===== config.mk =====
export PLATFORM = sky130hd
export DESIGN_NAME = eq_pair_tx
export DESIGN_NICKNAME = d
export VERILOG_FILES = /design/src/rtl/eq_pair_tx.sv
export SDC_FILE = /design/constraint.sdc
export NUM_CORES = 1
export LEC_CHECK = 0
export ABC_AREA = 1
export BUFFER_PORTS_ARGS = -buffer_cell sky130_fd_sc_hd__buf_2
export CORE_MARGIN = 2
export CORE_UTILIZATION = 35
export DETAILED_ROUTE_END_ITERATION = 8
export SYNTH_ARGS = -nofsm -noshare
export SYNTH_HDL_FRONTEND = slang
export SYNTH_SLANG_ARGS = --single-unit

===== constraint.sdc =====
create_clock -name clk -period 3.7 [get_ports clk]
set_input_delay 0.37 -clock clk [delete_from_list [all_inputs] [get_ports clk]]
set_output_delay 0.37 -clock clk [all_outputs]
set_load 0.005 [all_outputs]

===== src/rtl/eq_pair_tx.sv =====
// eq_pair_tx: serialises a word pair LSB first on i0/i1, each bit pair held DVSR cycles.
// Define EQ_PAIR_TX_CMP_EN to build the bit-pair mismatch counter (eq_all / mis_cnt).
module eq_pair_tx #(
    parameter int unsigned W    = 8,
    parameter int unsigned DVSR = 4
) (
    input  logic                   clk,
    input  logic                   reset,
    input  logic                   clr,
    input  logic                   in_vld,
    input  logic [W-1:0]           a_word,
    input  logic [W-1:0]           b_word,
    output logic                   in_rdy,
    output logic                   i0,
    output logic                   i1,
    output logic                   bit_stb,
    output logic                   busy,
    output logic                   done_tick,
    output logic                   eq_all,
    output logic [$clog2(W+1)-1:0] mis_cnt
);
    localparam int unsigned IW = $clog2(W);
    localparam int unsigned DW = (DVSR > 1) ? $clog2(DVSR) : 1;
    localparam logic [IW-1:0] IDX_LAST = IW'(W - 1);
    localparam logic [DW-1:0] DIV_LAST = DW'(DVSR - 1);

    localparam logic [0:0] IDLE  = 1'b0;
    localparam logic [0:0] SHIFT = 1'b1;

    logic [0:0]    state_q, state_d;
    logic [W-1:0]  a_sh_q, a_sh_d;
    logic [W-1:0]  b_sh_q, b_sh_d;
    logic [IW-1:0] idx_q, idx_d;
    logic [DW-1:0] div_q, div_d;
    logic          accept;
    logic          div_last;
    logic          bit_last;

    assign accept   = in_vld & in_rdy;
    assign div_last = (div_q == DIV_LAST);
    assign bit_last = (idx_q == IDX_LAST);

    // Outputs decode from state so an asynchronous reset zeroes them immediately.
    always_comb begin
        in_rdy    = (state_q == IDLE) && !clr;
        busy      = (state_q == SHIFT);
        i0        = busy & a_sh_q[0];
        i1        = busy & b_sh_q[0];
        bit_stb   = busy && (div_q == '0);
        done_tick = busy && div_last && bit_last && !clr;
    end

    always_comb begin
        state_d = state_q;
        a_sh_d  = a_sh_q;
        b_sh_d  = b_sh_q;
        idx_d   = idx_q;
        div_d   = div_q;
        if (clr) begin
            state_d = IDLE;
            a_sh_d  = '0;
            b_sh_d  = '0;
            idx_d   = '0;
            div_d   = '0;
        end else if (state_q == IDLE) begin
            if (accept) begin
                state_d = SHIFT;
                a_sh_d  = a_word;
                b_sh_d  = b_word;
                idx_d   = '0;
                div_d   = '0;
            end
        end else if (div_last) begin
            div_d = '0;
            if (bit_last) begin
                state_d = IDLE;
                a_sh_d  = '0;
                b_sh_d  = '0;
                idx_d   = '0;
            end else begin
                idx_d  = idx_q + 1'b1;
                a_sh_d = a_sh_q >> 1;
                b_sh_d = b_sh_q >> 1;
            end
        end else begin
            div_d = div_q + 1'b1;
        end
    end

    always_ff @(posedge clk or posedge reset) begin
        if (reset) begin
            state_q <= IDLE;
            a_sh_q  <= '0;
            b_sh_q  <= '0;
            idx_q   <= '0;
            div_q   <= '0;
        end else begin
            state_q <= state_d;
            a_sh_q  <= a_sh_d;
            b_sh_q  <= b_sh_d;
            idx_q   <= idx_d;
            div_q   <= div_d;
        end
    end

`ifdef EQ_PAIR_TX_CMP_EN
    localparam int unsigned CW = $clog2(W + 1);

    logic [CW-1:0] mis_q, mis_d;
    logic          eq_q, eq_d;

    // eq_all uses the next count so a mismatch on the final bit (DVSR = 1) is included.
    always_comb begin
        mis_d = mis_q;
        eq_d  = eq_q;
        if (accept) begin
            mis_d = '0;
            eq_d  = 1'b0;
        end else if (bit_stb && (i0 != i1)) begin
            mis_d = mis_q + 1'b1;
        end
        if (done_tick) begin
            eq_d = (mis_d == '0);
        end
    end

    always_ff @(posedge clk or posedge reset) begin
        if (reset) begin
            mis_q <= '0;
            eq_q  <= 1'b0;
        end else begin
            mis_q <= mis_d;
            eq_q  <= eq_d;
        end
    end

    assign eq_all  = eq_q;
    assign mis_cnt = mis_q;
`else
    assign eq_all  = 1'b0;
    assign mis_cnt = '0;
`endif

endmodule


==> metrics, run 1 <==
setup TNS=0 ns; Clock Latency Late Sink=roughly 0.26 ns; CP Cell Sequence=ha_1, ha_1, nand3_1, nor2_1, buf_2; Slew Limit Fails=0; hold slack=0.2727 ns; Bufs on Longest Clock Path=2; count leader, synth=nand2_1; Crit path max-delay family=adder cells; CTS H-tree lvls=1; crit path launch type=flip-flop; Yosys warning total=0; die width=65.59 um; Tcrit/Tclk final=~56%; number of global-route vias before repair=966; measured slew at the worst slew-check pin=between 0.8 and 0.9 ns; slowest CP cell=ha_1; Initial Utilization=36.26%; via/cell ratio=approximately 4.2; area delta synth->final=11.78%; relative slew slack=around two fifths; Root Buffer=clkbuf_8; syn avg cell area=~7 um^2; RSZ-0062 raised after global routing=no; Crit Path Class=reg -> out; Post-synth EDFFs=0; DPL Wire Length=approximately 1700 um; Main synth FF type=dfrtp_1; Synth area leader=dfrtp_1; Final min period=2.067 ns; Commonest cells post-synth=100 x nand2_1, 23 x inv_1, 22 x dfrtp_1; Cell variety after synth=17; # DRC=0; max incr delay on CP=0.51 ns; antenna violations before repair=0; layout cell share with drive strength beyond 1=about 16%; largest net degree at the start of global routing=26; Max Freq=slightly below 500 MHz; Static Leak=0.8997 nW; CP Max Fanout=16; Syn Inst Count=195; Post-CTS Hold Buffers=0; Num Clock Sinks=22; WP buf/inv=1; Hold Fails Final Rpt=0; Seq/Total Area, Yosys=41.47%; FFs w/ async S/R, synth=100.0%; core box area=about 3700 um^2; final setup vio count=0; Layout Nets=240; Setup WS pre-CTS=about 1.9 ns; Tot Pwr=537.4 uW; first-pass GRT wire length=4209 um; most used cell, CP=ha_1; worst path arrival time=approximately 1.7 ns; FF+latch count, synth=22; Post-Route WL=2484 um; GRT Overall Usage=approximately 13%; Final WS setup=between 1.5 and 2 ns; DP Cell Count=roughly 260; initial DRC count=32; IO Count=31; Worst EP required=3.33 ns; Min-Delay Path Class=in -> async; top cells by area, synth=dfrtp_1 41%, nand2_1 28%, inv_1 6.5%, buf_4 5.1%, nor2_1 4.5%; Worst Setup End Kind=output port; gr ovfl total=0; die height=approximately 66 um; Die ar.=4301 um^2; Final ANT Viol Nets=0; vias after detailed routing=about 1100; Max Cap Viol=0; Layout Cells excl Fill=roughly 260; final worst clock skew=0.003562 ns; Max IR drop VDD=around 0.00018 V; mapped cell area=1328 um^2; P per Cell Area=362.1 nW/um^2; DRT Pass-1 Iters=4; per-cell routed wire length=roughly 9.4 um; outcome=complete, no violations; GPL Wtd Cong=a little under 0.7; Post-CTS Setup Repair Bufs=0; row cnt=22; CTS buffer count=3; post_cts resized=0; TritonCTS clock tree=done; post-synth top area share=41.47%; diode count=0; Port-buffer cells=25; Worst-path clk slew=about 0.080 ns
## where the power goes
part	internal (mW)	switching (mW)	total (mW)
logic	0.0321	0.0562	0.0883
clock network	0.0950	0.0812	0.176
registers	0.261	0.0123	0.273
## registers in the layout, summed over array words and instances, names as in the netlist
signal  cells
busy        1
div_q       2
a_sh_q      8
b_sh_q      8
idx_q       3
## metrics by stage
stage,area (um^2),utilization [%]
after floorplan,1343,-
after global placement,1429,39.03
after detailed placement,1429,39.03
after CTS,1484,40.53
after global routing,1484,40.53
final,1484,40.53
## final timing paths
path	depth (start not counted)	end	slack [ns]	startpoint
worst min register to register	2	b_sh_q[2]$_DFFE_PP0P_	0.48	b_sh_q[2]$_DFFE_PP0P_
worst min-delay path	2	a_sh_q[4]$_DFFE_PP0P_	0.27	reset
worst max register to register	6	b_sh_q[3]$_DFFE_PP0P_	1.99	busy$_DFF_PP0_
max in group asynchronous	2	b_sh_q[5]$_DFFE_PP0P_	2.89	reset
worst max-delay path	5	done_tick	1.63	idx_q[0]$_DFFE_PP0P_
min in group clk	3	a_sh_q[7]$_DFFE_PP0P_	0.34	a_word[7]
## area by class of cell
class                      count  area (um^2)
inverter                      25        93.84
clock buffer                   4        55.05
sequential                    22        550.5
tap                           48        60.06
fill                         408         2177
multi-input combinational    139        599.3
timing repair buffer          25        125.1
## per-layer routing
metal	routed length (um)	GRT usage, %
met1	1243	16.61
met2	1121	20.92
met3	82	2.055
met4	36	4.688
met5	0	0
## cell families (layout without fill, tap and decap cells)
| family | count (synthesis) | in the layout | synth area share [%] |
|---|---|---|---|
| flops | 22 | 22 | 41.47 |
| compound gates | 8 | 8 | 3.015 |
| fa+ha+maj | 4 | 4 | 3.770 |
| other cells | 1 | 5 | 0.2825 |
| buf+inv | 38 | 54 | 14.51 |
| simple gates | 122 | 122 | 36.95 |
## placed cells by master (no fill, tap or decap)
master / netlist / routed
nor2_1: 16 / 16
clkbuf_8: 0 / 4
nor2_4: 2 / 2
nand2_1: 100 / 100
dfrtp_1: 22 / 22
ha_1: 4 / 4
a21oi_1: 1 / 1
buf_2: 1 / 25
o21ai_1: 5 / 5
nand3_1: 2 / 2
inv_2: 2 / 2
conb_1: 1 / 5
inv_1: 23 / 23
nand2_4: 2 / 2
o21ai_0: 2 / 2
(Power assumes the default switching activity.)
==> run 2, diff against run 1 <==
==> constraint.sdc (replaced) <==
create_clock -name clk -period 1.92 [get_ports clk]
set_input_delay 0.192 -clock clk [delete_from_list [all_inputs] [get_ports clk]]
set_output_delay 0.192 -clock clk [all_outputs]
set_load 0.005 [all_outputs]
==> run 2 against run 1 <==
Die area did not move. Worst hold slack worse by 0.10 ns. Cell count is 1.9% higher. Non-clock buffer count up 5. Sequential power is 93% higher. Largest cell class unchanged. Critical path depth unchanged. Final area up 2.7%. Wire length increased by 4.3%. First-iteration DRC count increased by 53%. Via count rose by 1.0%. Critical path type unchanged.
==> metrics, run 2 (synthesis gave the netlist of run 1 again) <==
outcome=complete, no violations; Layout Nets=around 250; vias after detailed routing=approximately 1100; TritonCTS clock tree=done; commonest non-fill, non-tap cell in the layout=nand2_1; Tcrit/Tclk final=89.70%; Initial Utilization=between 30% and 40%; worst path arrival time=~1.5 ns; DP Cell Count=roughly 260; Worst-path clk slew=0.08 ns; Die ar.=4301 um^2; # DRC=0; gr ovfl total=0; Root Buffer=clkbuf_8; DPL Wire Length=roughly 1800 um; final setup vio count=0; Tot Pwr=~1.0 mW; per-cell routed wire length=9.672 um; Num Clock Sinks=22; Worst Setup End Kind=output port; final worst clock skew=roughly 0.005 ns; most frequent cells in the layout=100 x nand2_1, 25 x buf_2, 23 x inv_1, 22 x dfrtp_1, 16 x nor2_1; DRT Pass-1 Iters=4; CTS buffer count=3; Port-buffer cells=25; Final ANT Viol Nets=0; Post-Route WL=2592 um; CTS H-tree lvls=1; crit path launch type=flip-flop; P per Cell Area=a little under 700 nW/um^2; Final WS setup=0.1978 ns; Largest regs=a_sh_q (8), b_sh_q (8), idx_q (3); GRT Overall Usage=a little over an eighth; antenna violations before repair=0; die width=roughly 66 um; largest net degree at the start of global routing=23; Clock Latency Late Sink=around 0.26 ns; core box area=about 3700 um^2; Hold Fails Final Rpt=0; Crit Path Class=reg -> out; Setup WS pre-CTS=approximately 0.4 ns; area delta synth->final=14.80%; row cnt=22; Bufs on Longest Clock Path=2; Final min period=between 1.5 and 2 ns; CP Max Fanout=10; first-pass GRT wire length=roughly 4300 um; setup TNS=0 ns; Min-Delay Path Class=in -> reg; layout cell share with drive strength beyond 1=about 18%; initial DRC count=49; GPL Wtd Cong=between 0.7 and 0.8; number of global-route vias before repair=about 950; Max Freq=between 500 and 600 MHz; Static Leak=0.9243 nW; Slew Limit Fails=0; diode count=0; IO Count=31; die height=around 66 um; Max IR drop VDD=0.0002806 V; RSZ-0062 raised after global routing=no; via/cell ratio=4.134; Worst EP required=around 1.7 ns; Layout Cells excl Fill=about 270; Max Cap Viol=0
==> run 2: cell count changes in the layout (fill, tap and decap cells not counted) <==
cell           before  now
buf_4               0    4
dlygate4sd3_1       0    1
==> run 2: worst max-delay path, stage by stage, from the launching register on <==
cell and delay, ns:
dfrtp_1 0.37, ha_1 0.15, ha_1 0.35, nand3_1 0.17, nor2_1 0.11, buf_2 0.11
==> run 2: area by class of cell <==
| class | instances | area (um^2) |
|---|---|---|
| Fill cell | 414 | 2137 |
| Multi-Input combinational cell | 139 | 599.3 |
| Sequential cell | 22 | 550.5 |
| Timing Repair Buffer | 30 | 165.2 |
| Inverter | 25 | 93.84 |
| Tap cell | 48 | 60.06 |
| Clock buffer | 4 | 55.05 |
==> run 2: where the power goes <==
group | switching [mW] | leakage [nW] | internal (mW) | total (mW)
Sequential | 0.0242 | 0.292 | 0.502 | 0.526
Combinational | 0.110 | 0.604 | 0.0685 | 0.179
Clock | 0.155 | 0.0288 | 0.183 | 0.338
Total | 0.290 | 0.924 | 0.754 | 1.04
==> run 2: metal layers <==
metal / global-route usage, % / vias to the layer above / share of wire, %
met5: 0 / - / 0
met4: 6.250 / 0 / 1.7
met3: 1.541 / 4 / 3.2
met2: 20.54 / 21 / 46
met1: 18.66 / 477 / 49
li1: - / 606 / -
==> run 2: through the flow <==
step	utilization [%]	hold slack [ns]	area (um^2)
floorplan	-	0.1812	1343
global placement	39.85	0.2488	1459
detailed placement	39.85	0.2568	1459
CTS	41.63	0.1660	1524
global route	41.63	0.1794	1524
finish	41.63	0.1718	1524
==> run 2: worst paths after layout <==
| kind | depth (start not counted) | startpoint | end | slack, ns |
|---|---|---|---|---|
| min | 3 | b_word[7] | b_sh_q[7]$_DFFE_PP0P_ | 0.17 |
| max | 5 | idx_q[0]$_DFFE_PP0P_ | done_tick | 0.20 |
| max in group asynchronous | 4 | reset | div_q[1]$_DFFE_PP0P_ | 1.18 |
| min reg2reg | 2 | a_sh_q[1]$_DFFE_PP0P_ | a_sh_q[1]$_DFFE_PP0P_ | 0.48 |
| max reg2reg | 8 | idx_q[0]$_DFFE_PP0P_ | a_sh_q[3]$_DFFE_PP0P_ | 0.40 |
| min in group asynchronous | 4 | reset | b_sh_q[0]$_DFFE_PP0P_ | 0.50 |
==> run 2: timing repair <==
item,CTS,global route
buffers inserted,0,0
gates resized for setup,0,0
setup endpoints to repair,0,0
hold buffers,1,0
endpoints found under the hold margin,22,0
==> run 3, diff against run 2 <==
==> constraint.sdc (replaced) <==
create_clock -name clk -period 2.2 [get_ports clk]
set_input_delay 0.22 -clock clk [delete_from_list [all_inputs] [get_ports clk]]
set_output_delay 0.22 -clock clk [all_outputs]
set_load 0.005 [all_outputs]
==> run 3 against run 2 <==
Register-to-register slack better by 0.32 ns. Cell count down 0.75%. Die area did not move. Count of clock-buffer cells in the layout stayed put. Clock skew is 0.0024 ns lower. Via count fell by 2.7%. Largest power group unchanged. Highest routed layer unchanged.
==> metrics, run 3 (synthesis gave the netlist of run 1 again) <==
reg2reg setup slack=0.72 ns; Die ar.=between 4000 and 5000 um^2; final instance area=1509 um^2; core box area=approximately 3700 um^2; Max Freq=523.7 MHz; final worst clock skew=roughly 0.0025 ns; Tcrit/Tclk final=86.80%; row cnt=22; die width=65.59 um; setup TNS=0 ns; # DRC=0; Clock Latency Late Sink=0.26 ns; most frequent cells in the layout=100 x nand2_1, 25 x buf_2, 23 x inv_1, 22 x dfrtp_1, 16 x nor2_1; Worst-path clk slew=0.08 ns; Worst Setup End Kind=output port; diode count=0; Static Leak=just over 0.9 nW; antenna violations before repair=0; TritonCTS clock tree=done; FILL cells=about 420; GRT Overall Usage=approximately 13%; CTS buffer count=3; Slew Limit Fails=0; Final ANT Viol Nets=0; worst path arrival time=roughly 1.7 ns; via/cell ratio=4.053; area delta synth->final=13.67%; Tot Pwr=~910 uW; multi-input logic area=599.3 um^2; Reg area=between 500 and 600 um^2; largest net degree at the start of global routing=26; relative slew slack=between 60% and 70%; Num Clock Sinks=22; Largest regs=a_sh_q (8), b_sh_q (8), idx_q (3); Max Cap Viol=0; Root Buffer=clkbuf_8; crit path launch type=flip-flop; measured slew at the worst slew-check pin=between 0.5 and 0.6 ns; gr ovfl total=0; GPL Wtd Cong=around 0.71; die height=65.59 um; Worst EP required=between 1.5 and 2 ns; Post-CTS Setup Repair Bufs=0; Layout Cells excl Fill=about 270; CP Max Fanout=16; vias after detailed routing=1078; Final min period=around 1.9 ns; final setup vio count=0; commonest non-fill, non-tap cell in the layout=nand2_1; first-pass GRT wire length=approximately 4200 um; Port-buffer cells=25; area post-placement=approximately 1400 um^2; per-cell routed wire length=9.560 um; IO Count=31; Layout Nets=243; DRT Pass-1 Iters=4; P per Cell Area=600.0 nW/um^2; Max IR drop VDD=0.0001918 V; DPL Wire Length=1717 um; number of global-route vias before repair=between 900 and 1000; Post-Route WL=2543 um; outcome=complete, no violations; DP Cell Count=about 260; Crit Path Class=reg -> out; Initial Utilization=a little over a third; Bufs on Longest Clock Path=2; layout cell share with drive strength beyond 1=16.97%; RSZ-0062 raised after global routing=no; Min-Delay Path Class=in -> reg; initial DRC count=27; Hold Fails Final Rpt=0; CTS H-tree lvls=1
-- run 3: through the flow --
step,hold WS [ns],setup slack [ns],util (%)
2_1_floorplan,0.2092,0.7475,-
3_3_place_gp,0.2719,0.5840,39.44
3_5_place_dp,0.2771,0.5608,39.44
4_1_cts,0.1919,0.2607,41.22
5_1_grt,0.2045,0.1586,41.22
6_report,0.1952,0.2905,41.22
-- run 3: path summary, 6_finish.rpt --
| kind | to | start | cells past startpoint |
|---|---|---|---|
| hold / removal | a_sh_q[7]$_DFFE_PP0P_ | a_word[7] | 3 |
| hold reg to reg | b_sh_q[0]$_DFFE_PP0P_ | b_sh_q[0]$_DFFE_PP0P_ | 2 |
| min in group asynchronous | busy$_DFF_PP0_ | reset | 4 |
| setup / recovery | done_tick | idx_q[0]$_DFFE_PP0P_ | 5 |
| setup reg to reg | a_sh_q[0]$_DFFE_PP0P_ | div_q[0]$_DFFE_PP0P_ | 7 |
| max in group asynchronous | idx_q[0]$_DFFE_PP0P_ | reset | 4 |
-- run 3: where the power goes --
group,internal (mW),switching (mW)
clock,0.160,0.133
combinational,0.0579,0.0958
sequential,0.438,0.0209
-- run 3: worst max-delay path, cell delays in order (launching register included) --
cell,delay [ns]
dfrtp_1,0.38
ha_1,0.16
ha_1,0.50
nand3_1,0.18
nor2_1,0.10
buf_2,0.11
-- run 3: area by class of cell --
| type | count | share of cell area (%) |
|---|---|---|
| repair buffers | 28 | 9.950 |
| flip-flops and latches | 22 | 36.48 |
| clock buffers | 4 | 3.648 |
| well taps | 48 | 3.980 |
| inverters | 25 | 6.219 |
| multi-input cells | 139 | 39.72 |
-- run 3: layer usage --
| metal | vias up | global-route usage, % | share of wire (%) |
|---|---|---|---|
| met5 | - | 0 | 0 |
| met4 | 0 | 3.906 | 0.51 |
| met3 | 2 | 2.055 | 4.9 |
| met2 | 24 | 21.56 | 47 |
| met1 | 446 | 16.59 | 47 |
| li1 | 606 | - | - |
-- run 3: what timing repair did --
item | in CTS | in global routing
endpoints found under the hold margin | 22 | 0
gates resized for setup | 0 | 0
hold buffers | 1 | 0
